==> src/rtl/tick_pkg.sv <==
// Shared types and constants for the tick scheduler and its round-robin arbiter.
package tick_pkg;

    localparam int CNT_W_DEFAULT = 16;
    localparam int DIV_DEFAULT   = 2200;
    localparam int MISS_W        = 8;
    localparam int MAX_REQ       = 8;
    localparam int PTR_W         = 3;

    typedef enum logic {
        IDLE  = 1'b0,
        GRANT = 1'b1
    } state_t;

    // Index of the set bit of a one-hot vector; zero when nothing is set.
    function automatic logic [PTR_W-1:0] onehot_to_idx(input logic [MAX_REQ-1:0] oh);
        logic [PTR_W-1:0] idx;
        idx = '0;
        for (int i = 0; i < MAX_REQ; i++) begin
            if (oh[i]) idx = PTR_W'(i);
        end
        return idx;
    endfunction

endpackage

==> src/rtl/rr_arbiter.sv <==
// Combinational round-robin arbiter: picks the first set request at or after ptr+1, wrapping.
module rr_arbiter
    import tick_pkg::*;
#(
    parameter int N_REQ = 4
) (
    input  logic [N_REQ-1:0] req,
    input  logic [PTR_W-1:0] ptr,
    output logic [N_REQ-1:0] sel,
    output logic             valid
);

    always_comb begin
        sel   = '0;
        valid = 1'b0;
        // Walk offsets 1..N_REQ from the pointer so the last winner has lowest priority.
        for (int off = 1; off <= N_REQ; off++) begin
            for (int j = 0; j < N_REQ; j++) begin
                if (!valid && req[j] && (j == ((int'(ptr) + off) % N_REQ))) begin
                    sel[j] = 1'b1;
                    valid  = 1'b1;
                end
            end
        end
    end

endmodule

==> src/rtl/tick_scheduler.sv <==
// Programmable slow-tick generator that shares each tick slot among N_REQ consumers
// through a round-robin grant/done handshake, with overrun tracking and live re-divide.
module tick_scheduler
    import tick_pkg::*;
#(
    parameter int CNT_W       = CNT_W_DEFAULT,
    parameter int DEFAULT_DIV = DIV_DEFAULT,
    parameter int N_REQ       = 4
) (
    input  logic              clk,
    input  logic              rst_n,
    input  logic              en,
    input  logic [CNT_W-1:0]  cfg_div,
    input  logic              cfg_valid,
    output logic              cfg_ready,
    input  logic [N_REQ-1:0]  req,
    input  logic [N_REQ-1:0]  done,
    output logic [N_REQ-1:0]  grant,
    output logic              tick,
    output logic              busy,
    output logic              overrun,
    input  logic              ovr_clr,
    output logic [MISS_W-1:0] miss_cnt,
    output state_t            state
);

    // cfg handshake: a transfer happens on any cycle where cfg_valid && cfg_ready;
    // cfg_ready stays low from capture until the cycle after the value reaches div_q.

    logic [CNT_W-1:0] cnt;
    logic [CNT_W-1:0] div_q;
    logic [CNT_W-1:0] div_pend;
    logic             pend;
    logic             applied;
    logic             tick_hit;
    logic             apply_now;

    assign tick_hit  = en && (cnt == div_q);
    assign apply_now = pend && !applied && (tick_hit || !en);
    assign cfg_ready = !pend;

    always_ff @(posedge clk or negedge rst_n) begin
        if (!rst_n) begin
            cnt  <= '0;
            tick <= 1'b0;
        end else begin
            tick <= tick_hit;
            if (!en || tick_hit) cnt <= '0;
            else                 cnt <= cnt + CNT_W'(1);
        end
    end

    // A new divide only lands on a period boundary so the running period is never cut short.
    always_ff @(posedge clk or negedge rst_n) begin
        if (!rst_n) begin
            div_q    <= CNT_W'(DEFAULT_DIV);
            div_pend <= '0;
            pend     <= 1'b0;
            applied  <= 1'b0;
        end else begin
            if (cfg_valid && cfg_ready) begin
                div_pend <= cfg_div;
                pend     <= 1'b1;
            end
            if (apply_now) begin
                div_q   <= div_pend;
                applied <= 1'b1;
            end
            if (applied) begin
                pend    <= 1'b0;
                applied <= 1'b0;
            end
        end
    end

    logic [N_REQ-1:0] arb_sel;
    logic             arb_valid;
    logic [PTR_W-1:0] ptr;

    rr_arbiter #(
        .N_REQ (N_REQ)
    ) u_arb (
        .req   (req),
        .ptr   (ptr),
        .sel   (arb_sel),
        .valid (arb_valid)
    );

    state_t           state_d;
    logic [N_REQ-1:0] grant_d;
    logic             busy_d;
    logic [PTR_W-1:0] ptr_d;
    logic             miss_evt;
    logic             done_hit;

    assign done_hit = |(done & grant);

    always_comb begin
        state_d  = state;
        grant_d  = grant;
        busy_d   = busy;
        ptr_d    = ptr;
        miss_evt = 1'b0;
        case (state)
            IDLE: begin
                if (tick && arb_valid) begin
                    grant_d = arb_sel;
                    busy_d  = 1'b1;
                    state_d = GRANT;
                end
            end
            GRANT: begin
                // A tick that lands with done is consumed by the release, not counted as lost.
                if (done_hit) begin
                    grant_d = '0;
                    busy_d  = 1'b0;
                    ptr_d   = onehot_to_idx(MAX_REQ'(grant));
                    state_d = IDLE;
                end else if (tick) begin
                    miss_evt = 1'b1;
                end
            end
            default: state_d = IDLE;
        endcase
    end

    always_ff @(posedge clk or negedge rst_n) begin
        if (!rst_n) begin
            state <= IDLE;
            grant <= '0;
            busy  <= 1'b0;
            ptr   <= PTR_W'(N_REQ - 1);
        end else begin
            state <= state_d;
            grant <= grant_d;
            busy  <= busy_d;
            ptr   <= ptr_d;
        end
    end

    // Set has priority over clear so a miss in the clearing cycle is never lost.
    always_ff @(posedge clk or negedge rst_n) begin
        if (!rst_n) begin
            overrun  <= 1'b0;
            miss_cnt <= '0;
        end else if (miss_evt) begin
            overrun <= 1'b1;
            if (ovr_clr)              miss_cnt <= MISS_W'(1);
            else if (miss_cnt != '1)  miss_cnt <= miss_cnt + MISS_W'(1);
        end else if (ovr_clr) begin
            overrun  <= 1'b0;
            miss_cnt <= '0;
        end
    end

endmodule

==> config.mk <==
export PLATFORM = sky130hd
export DESIGN_NAME = tick_scheduler
export DESIGN_NICKNAME = d
export VERILOG_FILES = /design/src/rtl/tick_pkg.sv /design/src/rtl/rr_arbiter.sv /design/src/rtl/tick_scheduler.sv
export SDC_FILE = /design/constraint.sdc
export NUM_CORES = 1
export LEC_CHECK = 0
export BUFFER_PORTS_ARGS = -buffer_cell sky130_fd_sc_hd__buf_2
export CAP_MARGIN = 40
export CORE_UTILIZATION = 35
export DETAILED_ROUTE_END_ITERATION = 6
export GPL_TIMING_DRIVEN = 1
export HOLD_SLACK_MARGIN = 0.08
export SYNTH_ARGS = -nofsm -noshare
export SYNTH_HDL_FRONTEND = slang
export SYNTH_SLANG_ARGS = --single-unit
export TNS_END_PERCENT = 5
==> constraint.sdc <==
create_clock -name clk -period 3 [get_ports clk]
set_input_delay 0 -clock clk [delete_from_list [all_inputs] [get_ports clk]]
set_output_delay 0 -clock clk [all_outputs]
set_load 0.01 [all_outputs]
== After elaboration in Yosys (flattened, before gate mapping) ==
Cells that the tools add are included.

* Logic and storage cells: 167
* Output and inout bits: 17
* Input port bits: 29
* Register bits after elaboration: 68

* Bitwise operators: 6
* Muxes and demuxes: 57
* $add $sub $neg: 6
* Reductions and logical operators: 70
* Eq/ne operators: 16

{| class="wikitable"
|+ Operators by type and width
! operator !! count
|-
| zero test 32 bit || 4
|-
| 2-to-1 mux 1 bit || 45
|-
| logical AND 1 bit || 36
|-
| 2-to-1 mux 8 bit || 4
|-
| == test 3 bit, first input constant || 8
|-
| zero test 1 bit || 18
|-
| adder 16 x 1 -> 16 bit, second input constant || 1
|-
| == test 16 bit || 1
|-
| 2-to-1 mux 16 bit || 1
|-
| == test 2 x 3 -> 1 bit, first input constant || 4
|-
| adder 8 x 1 -> 8 bit, second input constant || 1
|-
| 2-to-1 mux 4 bit || 2
|-
| != test 8 bit, second input constant || 1
|-
| one-hot mux 4 bit (2 select lines) || 1
|-
| OR reduction 2 bit || 4
|-
| AND reduction 2 bit || 3
|-
| nonzero test 2 bit || 3
|-
| adder 2 x 1 -> 2 bit, second input constant || 2
|-
| adder 2 bit, second input constant || 2
|-
| AND 1 bit, first input constant || 4
|-
| AND 4 bit || 1
|-
| 2-to-1 mux 2 bit || 2
|-
| one-hot mux 1 bit (2 select lines) || 2
|-
| OR reduction 4 bit || 1
|-
| other kinds (4) || 4
|}

== Longest topological paths before layout ==
* Word-level depth: 69
* Mapped depth: 6
* Mapped depth without buffers: 6

== Hierarchy ==
From an unflattened synthesis, not the netlist that was laid out.

* Cells, all modules: 275
* Area, all modules: 3175.5 µm²

{| class="wikitable"
|+ Modules (own cells, without submodules)
! module !! times used !! area each (µm²) !! cells an instance !! sequential area each (µm²)
|-
| tick_scheduler || 1 || 3069.2 || 256 || 1709.1
|-
| rr_arbiter || 1 || 106.4 || 19 || 0.0
|}

== Least setup slack after synthesis ==
Ideal clock, no wire load.

* Kind: reg-to-reg
* Start: register div_q[11]
* End: register div_q[10]
* Clock period less this slack: 2153 ps
* Data required time: 2875 ps
* Setup time: 125 ps
* Arrival time: 2028 ps
* Buffers on the path: 1
* Stages on the path, launching flop included: 7
* Slack: 847 ps
* Path through: dfstp_2 xnor2_1 nand4_1 o41ai_4 nand3b_4 buf_6 mux2_4

* Word-level cells in the longest chain between the ends: 4

{| class="wikitable"
|+ Ends and longest elaborated chain
! item !! line !! RTL
|-
| from (decl) || tick_scheduler.sv:31 || <nowiki>logic [CNT_W-1:0] div_q;</nowiki>
|-
| from (signal assigned) || tick_scheduler.sv:56 || <nowiki>div_q <= CNT_W'(DEFAULT_DIV);</nowiki>
|-
| from (signal assigned) || tick_scheduler.sv:66 || <nowiki>div_q <= div_pend;</nowiki>
|-
| == test 16 bit || tick_scheduler.sv:38 || <nowiki>assign tick_hit = en && (cnt == div_q);</nowiki>
|-
| logical AND 1 bit || tick_scheduler.sv:38 ||
|-
| logical OR 1 bit || tick_scheduler.sv:39 || <nowiki>assign apply_now = pend && !applied && (tick_hit || !en);</nowiki>
|-
| logical AND 1 bit || tick_scheduler.sv:39 ||
|}

No other way between the ends.
A chain may end at the register's enable or synchronous reset.

== Worst setup path after layout ==
* Start: register div_q[11]
* End: register div_q[13]

The elaborated chain is that of the path after synthesis.

==> reports/qor.tcl <==
set qor(fin_crit_ns) 2.12
set qor(highest_achievable_clock_rate_mhz) 472
set qor(post_cts.resized_instances) 0
set qor(h_tree_level_count) 3
set qor(slew_viol_final) 0
set qor(fp.dieArea_mm2) 0.00925
set qor(rr_worst_depth) 5
set qor(fin_nets) 376
set qor(drt-pass1-iter-count) 4
set qor(ir_worst_vdd_uv) 411
set qor(tightestPinTransition_ns) 0.688
set qor(n_antenna_cell) 0
set qor(final.setup_skew_ns) 0.00957
set qor(pin_count) 46
set qor(grt_overflow_total) 0
set qor(final_wtd_congestion) 0.797
set qor(slew_margin_rel_pct) 54.1
set qor(floorplan.initialDensity_pct) 37.0
set qor(synth_compound_area_share_pct) 5.76
set qor(comb_power_share_pct) 21.8
set qor(fin_crit_sh_pct) 70.7
set qor(report.final.setup_viol) 0
set qor(rsz_0062_raised_after_global_routing) {no}
set qor(synth-seq-cells) 68
set qor(worst_setup_hold_path_clk_slew_ns) 0.07
set qor(synthesized_cell_area_mm2) 0.00310
set qor(yosys_warnings) 0
set qor(worst_path_largest_cell_delay_ns) 0.54
set qor(synth_simple_gate_area_share_pct) 13.2
set qor(ant_nets) 0
set qor(share_clk_of_total_power_pct) 29.2
set qor(cts_setup_buffers) 0
set qor(drt_first_iter_violations) 76
set qor(placement.io_buffers) 45
set qor(fp.coreArea_mm2) 0.00838
set qor(grt_pass1_vias) 2100
set qor(worstPathCellList) {xnor2_1 > nand4_1 > o41ai_4 > nand3b_4 > mux2_4}
set qor(mappedNetlistNets) 294
set qor(worst_skew_pair.late_latency_ns) 0.35
set qor(critical-path-top-delay-family) {flip-flops}
set qor(post_synth_num_cell_types) 36
set qor(grt_pass1_wl_um) 9960
set qor(post_cts_hold_buffer_count) 27
set qor(die_y_um) 96.2
set qor(synth_top_family_by_area) {multiplexers}
set qor(yosys-mux-area-fraction_pct) 13.7
set qor(drc_errors) 0
set qor(setup-tns-final_ns) 0
set qor(clock_sink_count) 68
set qor(synthesis.area_per_instance_um2) 11.8
set qor(cts_made_buffers) 9
set qor(p_switching_uw) 751
set qor(synth_adder_area_share_pct) 0.806
set qor(clock_tree_from_tritoncts) {done}
set qor(worstPathMaxFanout) 17
set qor(core.rowCount) 33
set qor(worstSetupEndpointType) {register}
set qor(netlist_instances) 263
set qor(clk_path_buf_depth) 2
set qor(result_of_the_run) {completed}
set qor(sequentialPowerShare_pct) 49.0
set qor(hold_ws_ns) 0.112
set qor(worst-setup-path-type) {register to register}
set qor(synthXorXnorAreaFrac_pct) 9.59
set qor(drt_wl_total_um) 5820
set qor(hold_viol) 0
set qor(timing.critical_path.from_type) {register}
set qor(routed_via_density) 4.79
set qor(detail_route.wl_per_cell_um) 12.8
set qor(mostFrequentLayoutCells) {62 x dfrtp_1, 45 x buf_2, 31 x nor2_1}
set qor(groute.usage.overall_pct) 14.3
set qor(crit_path_top_delay_cell) {dfstp_2}
set qor(maxCapViolations) 0
set qor(total_leakage_power_nw) 1.79
set qor(worst-endpoint-required_ns) 3.23
set qor(post_route_cells_drive_above_1_share_pct) 30.7
set qor(fp.dieW_um) 96.2
set qor(cellInternalPower_mw) 2.03
set qor(vias) 2176
set qor(holdCritPathClass) {input pin to register}
set qor(area_growth_pct) 27.9
set qor(antenna_found_initial) 0
set qor(cp_num_buf_inv) 0
set qor(synth-seq-area-share_pct) 55.1
set qor(grt_max_degree) 67
set qor(critical_path_cell_count) 5
set qor(final_common_cell) {dfrtp_1}
set qor(arrival_ns) 2.35
set qor(sw_frac_of_total_pct) 27.0
set qor(worst_hold_path.num_cells) 3
set qor(pwr_density_cell_mw_per_mm2) 701
set qor(detailedPlacementHpwl_um) 3990
set qor(cts_root_buf) {clkbuf_8}
==> per-layer routing <==
metal	vias up	GRT usage, %	part of all wire, %
met5	-	0	0
met4	0	5.22	0.95
met3	5	4.34	5.0
met2	58	21.9	44
met1	1038	19.1	50
li1	1075	-	-
==> metrics by stage <==
| stage | area [µm²] | util, % | setup WS (ns) | instances | power, mW |
|---|---|---|---|---|---|
| 4_1_cts | 3970 | 47.4 | 0.849 | 454 | 2.82 |
| 2_1_floorplan | 3100 | - | 0.847 | 263 | 1.80 |
| 3_3_place_gp | 3460 | 41.2 | 0.914 | 411 | 1.95 |
| 6_report | 3970 | 47.4 | 0.879 | 454 | 2.78 |
| 3_5_place_dp | 3480 | 41.6 | 0.855 | 412 | 1.98 |
| 5_1_grt | 3970 | 47.4 | 0.744 | 454 | 2.96 |
==> flip-flops by register name, indices dropped and copies added (netlist names) <==
| register | flops |
|---|---|
| grant | 4 |
| miss_cnt | 8 |
| div_pend | 16 |
| overrun | 1 |
| busy | 1 |
| applied | 1 |
| ptr | 2 |
| state | 1 |
| div_q | 16 |
| cnt | 16 |
| tick | 1 |
| pend | 1 |
==> tightest hold or removal path, stage by stage <==
cell and delay [ns]:
buf_2 0.08, a22oi_1 0.10, a31o_2 0.24
==> synth_stat cells, drive strengths merged <==
cell     instances  area share (%)
dfstp            6             5.1
nor3b            1            0.24
nor4             1            0.20
buf              2            0.48
or2              1            0.20
o22ai            3            0.60
nand3b           1            0.64
and4             1            0.28
a31o             2            0.56
clkbuf           3            0.36
nor2b            1            0.20
mux2i            3            0.97
o2111ai          1            0.28
nor2            31             3.7
o211a            1            0.32
nand3           11             1.8
nand2           17             2.1
inv              9             1.1
mux2            32              13
nand4            7             1.4
xnor2           25             7.1
nor4b            1            0.28
ha               2            0.81
o221ai           1            0.28
o41ai            1            0.89
and3             2            0.40
a22oi            2            0.48
xor2             9             2.5
nor3             7             1.1
nand2b           3            0.60
dfrtp           62              50
a21o             1            0.24
o21ai            7             1.1
a21oi            6            0.97
==> layout make-up <==
type	instances	area [µm²]
fillers	769	4410
well taps	105	131
flip-flops and latches	68	1710
inverters	9	33.8
clock inverters	6	90.1
multi-input cells	181	1340
repair buffers	76	546
clock buffers	9	124
==> power groups by stage <==
| stage | clock (mW) | sequential, mW | combinational (mW) |
|---|---|---|---|
| after detailed placement | 0 | 1.39 | 0.587 |
| final | 0.812 | 1.36 | 0.607 |
| after global placement | 0 | 1.38 | 0.567 |
| after floorplan | 0 | 1.33 | 0.467 |
| after global routing | 0.882 | 1.40 | 0.673 |
| after CTS | 0.837 | 1.37 | 0.615 |
==> path summary, 6_finish.rpt <==
| kind | from | to | slack [ns] |
|---|---|---|---|
| worst min-delay path | done[0] | state | 0.11 |
| worst min register to register | applied | pend | 0.45 |
| worst max-delay path | div_q[11] | div_q[13] | 0.88 |
| min in group asynchronous | rst_n | busy | 0.60 |
| max in group asynchronous | rst_n | div_q[7] | 1.84 |
| worst max register to register | div_q[11] | div_q[13] | 0.88 |
==> cells by family after synthesis <==
| group | Yosys count |
|---|---|
| buffers and inverters | 14 |
| and+or+nand+nor | 85 |
| adders and majority gates | 2 |
| muxes | 35 |
| xor gates and xnor gates | 34 |
| DFF | 68 |
| AOI/OAI and AO/OA | 25 |
(Power assumes the default switching activity.)
